--- src/rtl/usrt_pkg.sv ---
// Shared types and sizes for the USRT transmit scheduler.
package usrt_pkg;

    localparam int unsigned NREQ   = 4;
    localparam int unsigned BYTE_W = 8;
    localparam int unsigned PTR_W  = 2;

    typedef enum logic [2:0] {
        S_IDLE,
        S_LEAD,
        S_ARB,
        S_LOAD,
        S_WBUSY,
        S_WDONE,
        S_TAIL
    } state_t;

    // Index of the set bit in a one-hot requester vector.
    function automatic logic [PTR_W-1:0] onehot_idx(input logic [NREQ-1:0] oh);
        logic [PTR_W-1:0] idx;
        idx = '0;
        for (int i = 0; i < NREQ; i++) begin
            if (oh[i]) idx = PTR_W'(i);
        end
        return idx;
    endfunction

    function automatic int unsigned max3(input int unsigned a, input int unsigned b,
                                         input int unsigned c);
        int unsigned m;
        m = a;
        if (b > m) m = b;
        if (c > m) m = c;
        return m;
    endfunction

endpackage

--- src/rtl/rr_arbiter4.sv ---
// Four-way round-robin picker: first requester at or after ptr, wrapping.
module rr_arbiter4
    import usrt_pkg::*;
(
    input  logic [NREQ-1:0]  req,
    input  logic [PTR_W-1:0] ptr,
    output logic [NREQ-1:0]  winner_c,
    output logic             any_c
);

    logic [PTR_W-1:0] idx;

    always_comb begin
        winner_c = '0;
        idx      = '0;
        for (int k = 0; k < NREQ; k++) begin
            idx = ptr + PTR_W'(k);
            if (req[idx] && (winner_c == '0)) winner_c[idx] = 1'b1;
        end
    end

    assign any_c = |req;

endmodule

--- src/rtl/usrt_tx_sched.sv ---
// Schedules requester bytes onto a USRT transmitter, framing each burst with RTS
// lead/tail time and watching the transmitter for a missing busy response.
module usrt_tx_sched
    import usrt_pkg::*;
#(
    parameter int unsigned RTS_LEAD = 16,
    parameter int unsigned RTS_TAIL = 4,
    parameter int unsigned BUSY_TO  = 8
) (
    input  logic                   clk,
    input  logic                   rst,
    input  logic                   en,
    input  logic [NREQ-1:0]        req,
    input  logic [NREQ*BYTE_W-1:0] req_data,
    output logic [NREQ-1:0]        gnt,
    output logic [BYTE_W-1:0]      tx_data,
    output logic                   tx_load,
    input  logic                   tx_busy,
    output logic                   RTS,
    output logic                   err
);

    localparam int unsigned CNT_MAX = max3(RTS_LEAD, RTS_TAIL, BUSY_TO);
    localparam int unsigned CNT_W   = $clog2(CNT_MAX + 1);

    state_t           state;
    logic [PTR_W-1:0] ptr;
    logic [PTR_W-1:0] win;
    logic [CNT_W-1:0] cnt;

    logic [NREQ-1:0]   arb_win_c;
    logic              arb_any_c;
    logic [PTR_W-1:0]  arb_idx_c;
    logic [BYTE_W-1:0] win_byte_c;

    rr_arbiter4 u_arb (
        .req      (req),
        .ptr      (ptr),
        .winner_c (arb_win_c),
        .any_c    (arb_any_c)
    );

    assign arb_idx_c = onehot_idx(arb_win_c);

    always_comb begin
        win_byte_c = '0;
        for (int i = 0; i < NREQ; i++) begin
            if (arb_idx_c == PTR_W'(i)) win_byte_c = req_data[i*BYTE_W +: BYTE_W];
        end
    end

    // Burst sequencer; every output is a register updated on state transitions.
    always_ff @(posedge clk or posedge rst) begin
        if (rst) begin
            state   <= S_IDLE;
            ptr     <= '0;
            win     <= '0;
            cnt     <= '0;
            RTS     <= 1'b0;
            gnt     <= '0;
            tx_load <= 1'b0;
            tx_data <= '0;
            err     <= 1'b0;
        end else begin
            case (state)
                S_IDLE: begin
                    if (en && arb_any_c) begin
                        state <= S_LEAD;
                        RTS   <= 1'b1;
                        cnt   <= '0;
                    end
                end
                S_LEAD: begin
                    if (cnt == CNT_W'(RTS_LEAD - 1)) begin
                        state <= S_ARB;
                        cnt   <= '0;
                    end else begin
                        cnt <= cnt + CNT_W'(1);
                    end
                end
                S_ARB: begin
                    // Requests may have vanished during the lead; close the burst then.
                    if (arb_any_c) begin
                        state   <= S_LOAD;
                        win     <= arb_idx_c;
                        gnt     <= arb_win_c;
                        tx_load <= 1'b1;
                        tx_data <= win_byte_c;
                    end else begin
                        state <= S_TAIL;
                        cnt   <= '0;
                    end
                end
                S_LOAD: begin
                    gnt     <= '0;
                    tx_load <= 1'b0;
                    ptr     <= win + PTR_W'(1);
                    cnt     <= CNT_W'(1);
                    state   <= S_WBUSY;
                end
                S_WBUSY: begin
                    // cnt holds cycles elapsed since the load pulse.
                    if (cnt == CNT_W'(BUSY_TO)) begin
                        err   <= 1'b0;
                        state <= S_TAIL;
                        cnt   <= '0;
                    end else if (tx_busy) begin
                        state <= S_WDONE;
                    end else begin
                        cnt <= cnt + CNT_W'(1);
                        if (cnt == CNT_W'(BUSY_TO - 1)) err <= 1'b1;
                    end
                end
                S_WDONE: begin
                    if (!tx_busy) begin
                        if (en && arb_any_c) begin
                            state <= S_ARB;
                        end else begin
                            state <= S_TAIL;
                            cnt   <= '0;
                        end
                    end
                end
                S_TAIL: begin
                    if (cnt == CNT_W'(RTS_TAIL - 1)) begin
                        state <= S_IDLE;
                        RTS   <= 1'b0;
                        cnt   <= '0;
                    end else begin
                        cnt <= cnt + CNT_W'(1);
                    end
                end
                default: state <= S_IDLE;
            endcase
        end
    end

endmodule

--- config.mk ---
export PLATFORM = sky130hd
export DESIGN_NAME = usrt_tx_sched
export DESIGN_NICKNAME = d
export VERILOG_FILES = /design/src/rtl/usrt_pkg.sv /design/src/rtl/rr_arbiter4.sv /design/src/rtl/usrt_tx_sched.sv
export SDC_FILE = /design/constraint.sdc
export NUM_CORES = 1
export LEC_CHECK = 0
export ABC_AREA = 1
export ABC_CLOCK_PERIOD_IN_PS = 7200
export BUFFER_PORTS_ARGS = -buffer_cell sky130_fd_sc_hd__buf_2
export CAP_MARGIN = 20
export CORE_MARGIN = 2
export CORE_UTILIZATION = 57
export DETAILED_ROUTE_END_ITERATION = 10
export GPL_TIMING_DRIVEN = 1
export PLACE_DENSITY = 0.88
export SKIP_CTS_REPAIR_TIMING = 1
export SYNTH_ARGS = -nofsm -noshare
export SYNTH_HDL_FRONTEND = slang
export SYNTH_SLANG_ARGS = --single-unit
--- constraint.sdc ---
create_clock -name clk -period 7.2 [get_ports clk]
set_input_delay 1.44 -clock clk [delete_from_list [all_inputs] [get_ports clk]]
set_output_delay 1.44 -clock clk [all_outputs]
set_load 0.02 [all_outputs]
# [Word level (Yosys, flattened, before mapping)]
# Cells that the tools add are included.
[word_totals] register_bits=27 latchBits=0 ram_bits=0 mem_bits_ro=0 input_bits=40 output_inout_bits=15 wordCells=127 mem_count=0
[op_classes] add_sub_neg=5 multipliers=0 div=0 magnitude_cmp=8 n_eq_ne=23 shifts=0 mux=55 bitwise_logic=3 reduce_logical=24
[op_table] operator="$mux 5" n=8
[op_table] operator="$pmux 5 s7" n=1
[op_table] operator="$mux 8" n=4
[op_table] operator="$mux 3" n=8
[op_table] operator="$pmux 3 s7" n=1
[op_table] operator="$mux 4" n=5
[op_table] operator="$mux 1" n=15
[op_table] operator="$ne 2x2->1 const B" n=7
[op_table] operator="$logic_not 4->1" n=3
[op_table] operator="$lt 2x3->1 const B" n=4
[op_table] operator="$or 4x4->4" n=3
[op_table] operator="$eq 5x4->1 const B" n=2
[op_table] operator="$eq 3x3->1 const B" n=3
[op_table] operator="$bmux 1 s2" n=4
[op_table] operator="$demux 1 s2" n=4
[op_table] operator="$ge 2x1->1 const B" n=4
[op_table] operator="$logic_and 1x1->1" n=8
[op_table] operator="$pmux 4 s2" n=1
[op_table] operator="$reduce_bool 7->1" n=1
[op_table] operator="$eq 3x2->1 const B" n=2
[op_table] operator="$ne 3x3->1 const B" n=2
[op_table] operator="$reduce_and 3->1" n=2
[op_table] operator="$reduce_and 6->1" n=1
[op_table] operator="$reduce_bool 2->1" n=3
[op_table] operator="other kinds (16)" n=22

# [Logic depth before layout (Yosys ltp)]
# Gate-level depths: netlist of the first run.
[logic_depth] ltp_word=22 mapped_depth=24 mapped_depth_nobuf=23

# [By module]
# A second synthesis of the first run with hierarchy kept.
[unflattened] hier_cells=334 hier_area_um2=2257.2
[by_module_without_submodules] mod="usrt_tx_sched" n_inst=1 cells_per_inst=248 area_per_inst_um2=1741.7 seq_area_each_um2=675.6
[by_module_without_submodules] mod="rr_arbiter4" n_inst=1 cells_per_inst=86 area_per_inst_um2=515.5 seq_area_each_um2=0.0

# [Least setup slack after synthesis of the first run]
# Ideal clock, no wire load.
[synth_timing] kind="input port to flip-flop" from="input req[1]" to="register tx_data[2]" setup_time_ps=113 t_arrival_ps=2985 t_required_ps=7087 slack_ps=4102 path_stages=23 n_path_buf=1 cell_sequence="inv_1 nand2_1 nand2_1 nand2_1 nand3_2 nand2_1 inv_2 nand3_2 nand3_1 inv_1 nand3_1 nand3_2 nor2_4 nand3_2 nand2_4 buf_6 inv_4 nand3_2 nand2_1 inv_1 nand3_1 nand2_1 inv_1"
[synth_via] elab_chain_cells=20 word_cells_on_any_way=34 classes_between="eq/ne (3); mux (19); bitwise (3); reduce/logical (9)"
[synth_lines] item="start, declared" line="usrt_tx_sched.sv:13" source="input logic [NREQ-1:0] req,"
[synth_lines] item="$bmux 1 s2" line="rr_arbiter4.sv:18" source="if (req[idx] && (winner_c == '0)) winner_c[idx] = 1'b1;"
[synth_lines] item="$mux 1 (implied by the code)" line="rr_arbiter4.sv:18"
[synth_lines] item="$mux 4" line="rr_arbiter4.sv:18"
[synth_lines] item="$logic_not 4->1" line="rr_arbiter4.sv:18"
[synth_lines] item="$logic_and 1x1->1" line="rr_arbiter4.sv:18"
[synth_lines] item="$mux 4" line="rr_arbiter4.sv:18"
[synth_lines] item="$logic_not 4->1" line="rr_arbiter4.sv:18"
[synth_lines] item="$logic_and 1x1->1" line="rr_arbiter4.sv:18"
[synth_lines] item="$mux 4" line="rr_arbiter4.sv:18"
[synth_lines] item="$logic_not 4->1" line="rr_arbiter4.sv:18"
[synth_lines] item="$logic_and 1x1->1" line="rr_arbiter4.sv:18"
[synth_lines] item="$mux 4" line="rr_arbiter4.sv:18"
[synth_lines] item="$mux 1" line="usrt_pkg.sv:23" source="if (oh[i]) idx = PTR_W'(i);"
[synth_lines] item="$mux 2 (2 in series)" line="usrt_pkg.sv:23"
[synth_lines] item="$logic_not 2->1" line="usrt_tx_sched.sv:48" source="if (arb_idx_c == PTR_W'(i)) win_byte_c = req_data[i*BYTE_W +: BYTE_W];"
[synth_lines] item="$mux 8 (4 in series)" line="usrt_tx_sched.sv:48"
[synth_lines] item="end signal, assigned" line="usrt_tx_sched.sv:88" source="tx_data <= win_byte_c;"
[synth_lines] item="end, declared" line="usrt_tx_sched.sv:16" source="output logic [BYTE_W-1:0] tx_data,"
# Several ways; a longest one is shown, not always the timed one. The select of a mux whose other input is x is not followed.
# A chain may end at the register's enable or synchronous reset.

# [Final worst setup path of the first run]
[layout_timing] from="input req[2]" to="register tx_data[3]"
# The elaborated chain is that of the path after synthesis.

==> results of run 1 <==
[area by class of cell]
class	count	area, sq um
clock buffer	3	41.3
clock inverter	1	5.00
fill	316	1140
inverter	45	171
multi-input combinational	224	1220
sequential	27	676
tap	48	60.1
timing repair buffer	55	298
[worst max-delay path, cell delays in order]
cell	delay, ns
buf_2	0.11
nor4_1	0.07
nand3_1	0.09
nand2_1	0.16
nor2_1	0.80
inv_1	0.44
a21oi_1	0.26
nand2_1	0.09
inv_1	0.06
nand3_1	0.06
nand2_1	0.06
inv_1	0.04
[metal layers]
layer | global-route usage (%) | wire (um) | up-vias
met3 | 1.91 | 259 | 13
met2 | 45.7 | 2480 | 69
li1 | - | - | 1098
met4 | 7.98 | 86 | 0
met5 | 0 | 0 | -
met1 | 32.6 | 2120 | 977
[power by group through the flow]
stage	registers, mW	logic [mW]	clock network [mW]
2_1_floorplan	0.306	0.732	0
3_3_place_gp	0.270	0.883	0
3_5_place_dp	0.271	0.909	0
4_1_cts	0.269	0.917	0.0874
5_1_grt	0.281	1.05	0.0953
6_report	0.269	0.923	0.0871
[per-stage QoR]
stage          std cells  utilization [%]  setup slack, ns
2_1_floorplan        301                -             4.10
3_3_place_gp         398             66.4             3.53
3_5_place_dp         398             66.4             3.50
4_1_cts              402             67.7             3.73
5_1_grt              403             68.4             3.54
6_report             403             68.4             3.69
[synthesized netlist by cell type, types with 3 or more instances]
cell type and number:
nor4_1 3, inv_1 41, nor2_2 3, nor2_1 29, dfrtp_1 27, ha_1 12, nor3_1 4, inv_2 3
nand2_1 66, buf_6 3, nand3_2 7, nand3_1 44, a21oi_1 16, o21ai_0 8, nand2_2 10
[layout by cell type, fill, tap and decap left out, types with 2 or more instances in the layout]
cell type and count:
or2_2 2, nor2_1 29, nand3_1 44, a31oi_1 2, ha_1 12, o21ai_0 8
buf_2 54, nor3_1 4, clkbuf_8 3, inv_2 3, nand2_1 66, nor4_1 3
inv_1 41, nand3_2 7, a21oi_1 16, nor2_2 3, a211oi_1 2, nand4_1 2
nand2_2 10, nor2_4 2, dfrtp_1 27
[state kept, by name, indices dropped and copies added, names as in the netlist]
register  cells
win           2
err           1
gnt           4
state         3
tx_data       8
cnt           5
ptr           2
tx_load       1
RTS           1
[path summary, 6_finish.rpt]
kind                                        start                endpoint  slack [ns]  depth (start not counted)
max                                        req[2]  tx_data[3]$_DFFE_PP0P_        3.69                         12
min                        tx_data[4]$_DFFE_PP0P_  tx_data[4]$_DFFE_PP0P_        0.48                          2
max reg2reg                    ptr[0]$_DFFE_PP0P_  tx_data[7]$_DFFE_PP0P_        4.15                         21
min reg2reg                tx_data[4]$_DFFE_PP0P_  tx_data[4]$_DFFE_PP0P_        0.48                          2
max in group asynchronous                     rst  tx_data[5]$_DFFE_PP0P_        5.76                          3
min in group asynchronous                     rst      cnt[0]$_DFFE_PP0P_        1.05                          2
[cell families after synthesis]
logic type | count (synthesis)
buffers and inverters | 50
adder cells (fa/ha/maj) | 12
AND/OR/NAND/NOR | 174
flip-flops | 27
AO/OA/AOI/OAI | 37
XOR/XNOR | 1
==> impl_metrics.json, run 1 <==
{
  "status": "finished, final reports clean",
  "yosys.area_share.simple_pct": 39.6,
  "htreeDepth": 1,
  "track_usage_pct": 25.5,
  "slew_headroom_pct": 32.9,
  "area_growth_pct": 17.2,
  "grt_max_degree": 28,
  "cp-start-kind": "primary input",
  "p_switching_uw": 723,
  "grt_antenna_before_repair": 0,
  "hold_path_class": "reg2reg",
  "ios": 55,
  "synthXorXnorAreaFrac_pct": 0.416,
  "cts_buffers": 3,
  "wire_per_inst_um": 12.3,
  "fin_crit_sh_pct": 48.7,
  "num_antenna_cells": 0,
  "final-setup-viol-count": 0,
  "power.density_nw_per_um2": 519,
  "die_h_um": 64.8,
  "finalInstanceArea_sq_um": 2470,
  "viasPerCell": 5.35,
  "placed_cell_area_sq_um": 2390,
  "maxCapViolCount": 0,
  "async_reset_ff_share_pct": 100,
  "power_frac_clock_pct": 6.8,
  "synth_top_area_share_pct": 32.1,
  "synth.distinct_cells": 35,
  "die_w_um": 64.8,
  "synth.area.top_cells": "dfrtp_1, nand2_1, nand3_1, inv_1, ha_1",
  "first_global_vias": 2008,
  "postSynthCellCount": 301,
  "core_sq_um": 3610,
  "cts_buffer_depth": 2,
  "clock.fmax_mhz": 285,
  "start_util_pct": 58.4,
  "intPower_uw": 557,
  "seqPwrFrac_pct": 21.0,
  "ys.warnings.count": 0,
  "synthAdderAreaFrac_pct": 7.13,
  "port_buffers": 54,
  "setup_tns_ns": 0,
  "yosysSeqAreaShare_pct": 32.1,
  "synth_top_family_by_area": "simple AND/OR/NAND/NOR gates",
  "power.leakage_nw": 1.32,
  "fin_nets": 408,
  "hold_viol": 0,
  "worstSkewPairLatency_ns": 0.27,
  "slew_violations": 0,
  "clk_pin_slew_ns": 0.09,
  "synth_top_cell_by_area": "dfrtp_1",
  "tightest_slew_ns": 1.00,
  "critPathRequiredTime_ns": 7.38,
  "drive_above_1_share_pct": 25.4,
  "cp.arrival_ns": 3.68,
  "vias": 2157,
  "synth-compound-area-share_pct": 10.6,
  "fp.dieArea_sq_um": 4200,
  "numClockSinks": 27,
  "ys.flop_type": "dfrtp_1",
  "drt_wl_total_mm": 4.95,
  "period_needed_ns": 3.51,
  "avgSynthCellArea_sq_um": 7.00,
  "grt_pass1_wl_mm": 8.56,
  "skew_ns": 0.00607,
  "synth-edff-count": 0,
  "cts_tree": "built",
  "drc_errors": 0,
  "synthMuxAreaShare_pct": 0,
  "rows": 22,
  "vdd_drop_max_mv": 0.259,
  "swShare_pct": 56.5,
  "syn_area_sq_um": 2110,
  "grt_overflow": 0,
  "place_congestion": 0.885,
  "ys_ff_latch": 27,
  "path_max_fanout": 15,
  "ant_nets": 0,
  "syn_nets": 353,
  "path_class": "in2reg",
  "rsz0062_at_grt": "no",
  "cp-end-kind": "flop",
  "firstDrtPassIters": 4,
  "finalPower_mw": 1.28,
  "cts-root-buf": "clkbuf_8",
  "comb_power_share_pct": 72.1,
  "hpwl_mm": 3.86,
  "hold-worst-slack_ns": 0.483,
  "drtIter0Drc": 115
}
(Power assumes the default switching activity.)
==> inputs of run 2 (changes only) <==
ABC_AREA = 0   (was 1)
ABC_CLOCK_PERIOD_IN_PS = 3000   (was 7200)
CORE_UTILIZATION = 49   (was 57)
PLACE_DENSITY = 0.8   (was 0.88)
clock period = 3 ns   (was 7.2 ns; I/O delays follow)
==> impl_metrics.json, run 2 <==
{
  "largest_register_ffs": 8,
  "preCtsSetupSlack_ns": -0.0572,
  "fin_crit_sh_pct": 99.4,
  "hold_viol": 0,
  "cts_buffers": 3,
  "swShare_pct": 49.5,
  "dp_cells": 395,
  "hpwl_mm": 4.92,
  "period_needed_ns": 2.98,
  "comb_power_share_pct": 76.8,
  "clk_pin_slew_ns": 0.10,
  "cts_tree": "built",
  "rsz0062_at_grt": "yes",
  "critPathSlowestCell": "mux4_2",
  "path_class": "reg2reg",
  "synth.distinct_cells": 54,
  "timing.critical_path.slowest_cell_delay_ns": 0.51,
  "grt_overflow": 0,
  "ys.warnings.count": 0,
  "status": "finished, final reports clean",
  "place_congestion": 0.958,
  "synth_top_area_share_pct": 28.9,
  "seqPwrFrac_pct": 17.7,
  "slew_violations": 0,
  "vias": 2604,
  "synth-edff-count": 0,
  "layout_setup_ws_ns": 0.0176,
  "final_cell_mix": "buf_2, buf_4, dfrtp_1, o21ai_0, nor2_1",
  "syn_nets": 323,
  "cp.arrival_ns": 3.16,
  "drc_errors": 0,
  "worstSkewPairLatency_ns": 0.28,
  "crit_top_cell": "buf_4",
  "drt_wl_total_mm": 6.94,
  "n_fill_cell": 371,
  "hold_path_class": "in2async",
  "layout_commonest_cell": "buf_2",
  "clock.fmax_mhz": 335,
  "num_antenna_cells": 0,
  "reg.largest.list": "tx_data x8, cnt x5, gnt x4",
  "yosys-top-cells-count": "dfrtp_1, o21ai_0, nor2_1, inv_1, nand2_1",
  "ff2ff_setup_slack_ns": 0.02,
  "grt_max_degree": 28,
  "ant_nets": 0,
  "skew_ns": 0.00666,
  "ys_ff_latch": 27,
  "slew_headroom_pct": 55.5,
  "placed_cell_area_sq_um": 2840,
  "die_h_um": 73.0,
  "area_growth_pct": 27.9,
  "port_buffers": 54,
  "finalNonFillerCells": 402,
  "maxCapViolCount": 0,
  "vdd_drop_max_mv": 0.650,
  "fp.dieArea_sq_um": 5330,
  "cts_buffer_depth": 2,
  "core_sq_um": 4660,
  "top_register": "tx_data",
  "wire_per_inst_um": 17.3,
  "numClockSinks": 27,
  "ys.flop_type": "dfrtp_1",
  "track_usage_pct": 25.0,
  "power.leakage_nw": 1.32,
  "rows": 25,
  "first_global_vias": 2368,
  "postSynthCellCount": 271,
  "fin_nets": 401,
  "finalInstanceArea_sq_um": 2990,
  "grt_antenna_before_repair": 0,
  "tightest_slew_ns": 0.658,
  "intPower_mw": 1.98,
  "async_reset_ff_share_pct": 100,
  "viasPerCell": 6.48,
  "drive_above_1_share_pct": 33.9,
  "grt_pass1_wl_mm": 10.7,
  "cp-start-kind": "flop",
  "final-setup-viol-count": 0,
  "cp_cell_sequence": "inv_1, ha_4, mux4_2, a21boi_4, a22o_1, buf_4, nor4_2, buf_4, a31o_4, nor3_1, o32ai_1",
  "htreeDepth": 1,
  "critPathRequiredTime_ns": 3.18,
  "p_switching_mw": 1.94,
  "synth.area.top_cells": "dfrtp_1, ha_1, o21ai_0, a311oi_2, mux4_2",
  "start_util_pct": 50.1,
  "yosysSeqAreaShare_pct": 28.9,
  "cts-root-buf": "clkbuf_8",
  "avgSynthCellArea_sq_um": 8.62,
  "power_frac_clock_pct": 5.5,
  "path_max_fanout": 13,
  "drtIter0Drc": 358,
  "power.density_nw_per_um2": 1310,
  "firstDrtPassIters": 5,
  "cp-end-kind": "flop",
  "die_w_um": 73.0,
  "syn_area_sq_um": 2330,
  "ios": 55,
  "synth_top_cell_by_area": "dfrtp_1"
}
-- run 2: power groups by stage --
stage	combinational, mW	clock [mW]	sequential, mW
floorplan	1.81	0	0.717
global placement	2.56	0	0.684
detailed placement	2.62	0	0.689
CTS	2.64	0.219	0.684
global route	3.24	0.235	0.711
finish	3.01	0.216	0.692
-- run 2: critical path, delay by kind of cell, from the launching register on --
family	cells	cell delay [ns]
AO/OA/AOI/OAI	4	0.88
AND/OR/NAND/NOR	2	0.43
flip-flops	1	0.37
multiplexers	1	0.51
adder cells (fa/ha/maj)	1	0.28
buffers and inverters	3	0.42
-- run 2: routing by layer --
layer / up-vias / part of all wire, % / track usage (%)
met1: 1228 / 42 / 34.1
met5: - / 0 / 0
li1: 1200 / - / -
met2: 150 / 49 / 41.2
met3: 26 / 6.3 / 3.31
met4: 0 / 2.7 / 7.20
-- run 2: worst paths after layout --
check | start | end | cells after the start
setup / recovery | ptr[1]$_DFFE_PP0P_ | tx_data[4]$_DFFE_PP0P_ | 11
hold / removal | rst | cnt[4]$_DFFE_PP0P_ | 3
setup reg to reg | ptr[1]$_DFFE_PP0P_ | tx_data[4]$_DFFE_PP0P_ | 11
hold reg to reg | tx_data[7]$_DFFE_PP0P_ | tx_data[7]$_DFFE_PP0P_ | 2
max in group asynchronous | rst | ptr[1]$_DFFE_PP0P_ | 3
min in group clk | tx_data[7]$_DFFE_PP0P_ | tx_data[7]$_DFFE_PP0P_ | 2
-- run 2: per-stage QoR --
stage	utilization [%]	total power [mW]	TNS, ns	hold slack, ns
after floorplan	-	2.53	-1.91	0.479
after global placement	61.0	3.25	-0.0319	0.462
after detailed placement	61.0	3.31	-0.329	0.480
after CTS	62.0	3.54	-0.459	0.372
after global routing	64.1	4.19	-0.279	0.388
final	64.1	3.91	0	0.357
-- run 2: cell families (layout without fill, tap and decap cells) --
family | count (synthesis) | after routing | synth area share, %
xor+xnor | 2 | 2 | 0.750
simple gates | 77 | 77 | 16.8
compound gates | 113 | 114 | 35.6
mux | 6 | 6 | 4.72
flops | 27 | 27 | 28.9
buf+inv | 34 | 110 | 6.81
fa+ha+maj | 12 | 12 | 6.43
-- run 2: final cells by class --
type / count / area (sq um) / area share [%]
clock inverters: 1 / 7.51 / 0.251
repair buffers: 88 / 526 / 17.6
flip-flops and latches: 27 / 677 / 22.7
multi-input cells: 211 / 1600 / 53.5
well taps: 54 / 67.6 / 2.26
inverters: 18 / 70.1 / 2.35
clock buffers: 3 / 41.3 / 1.38
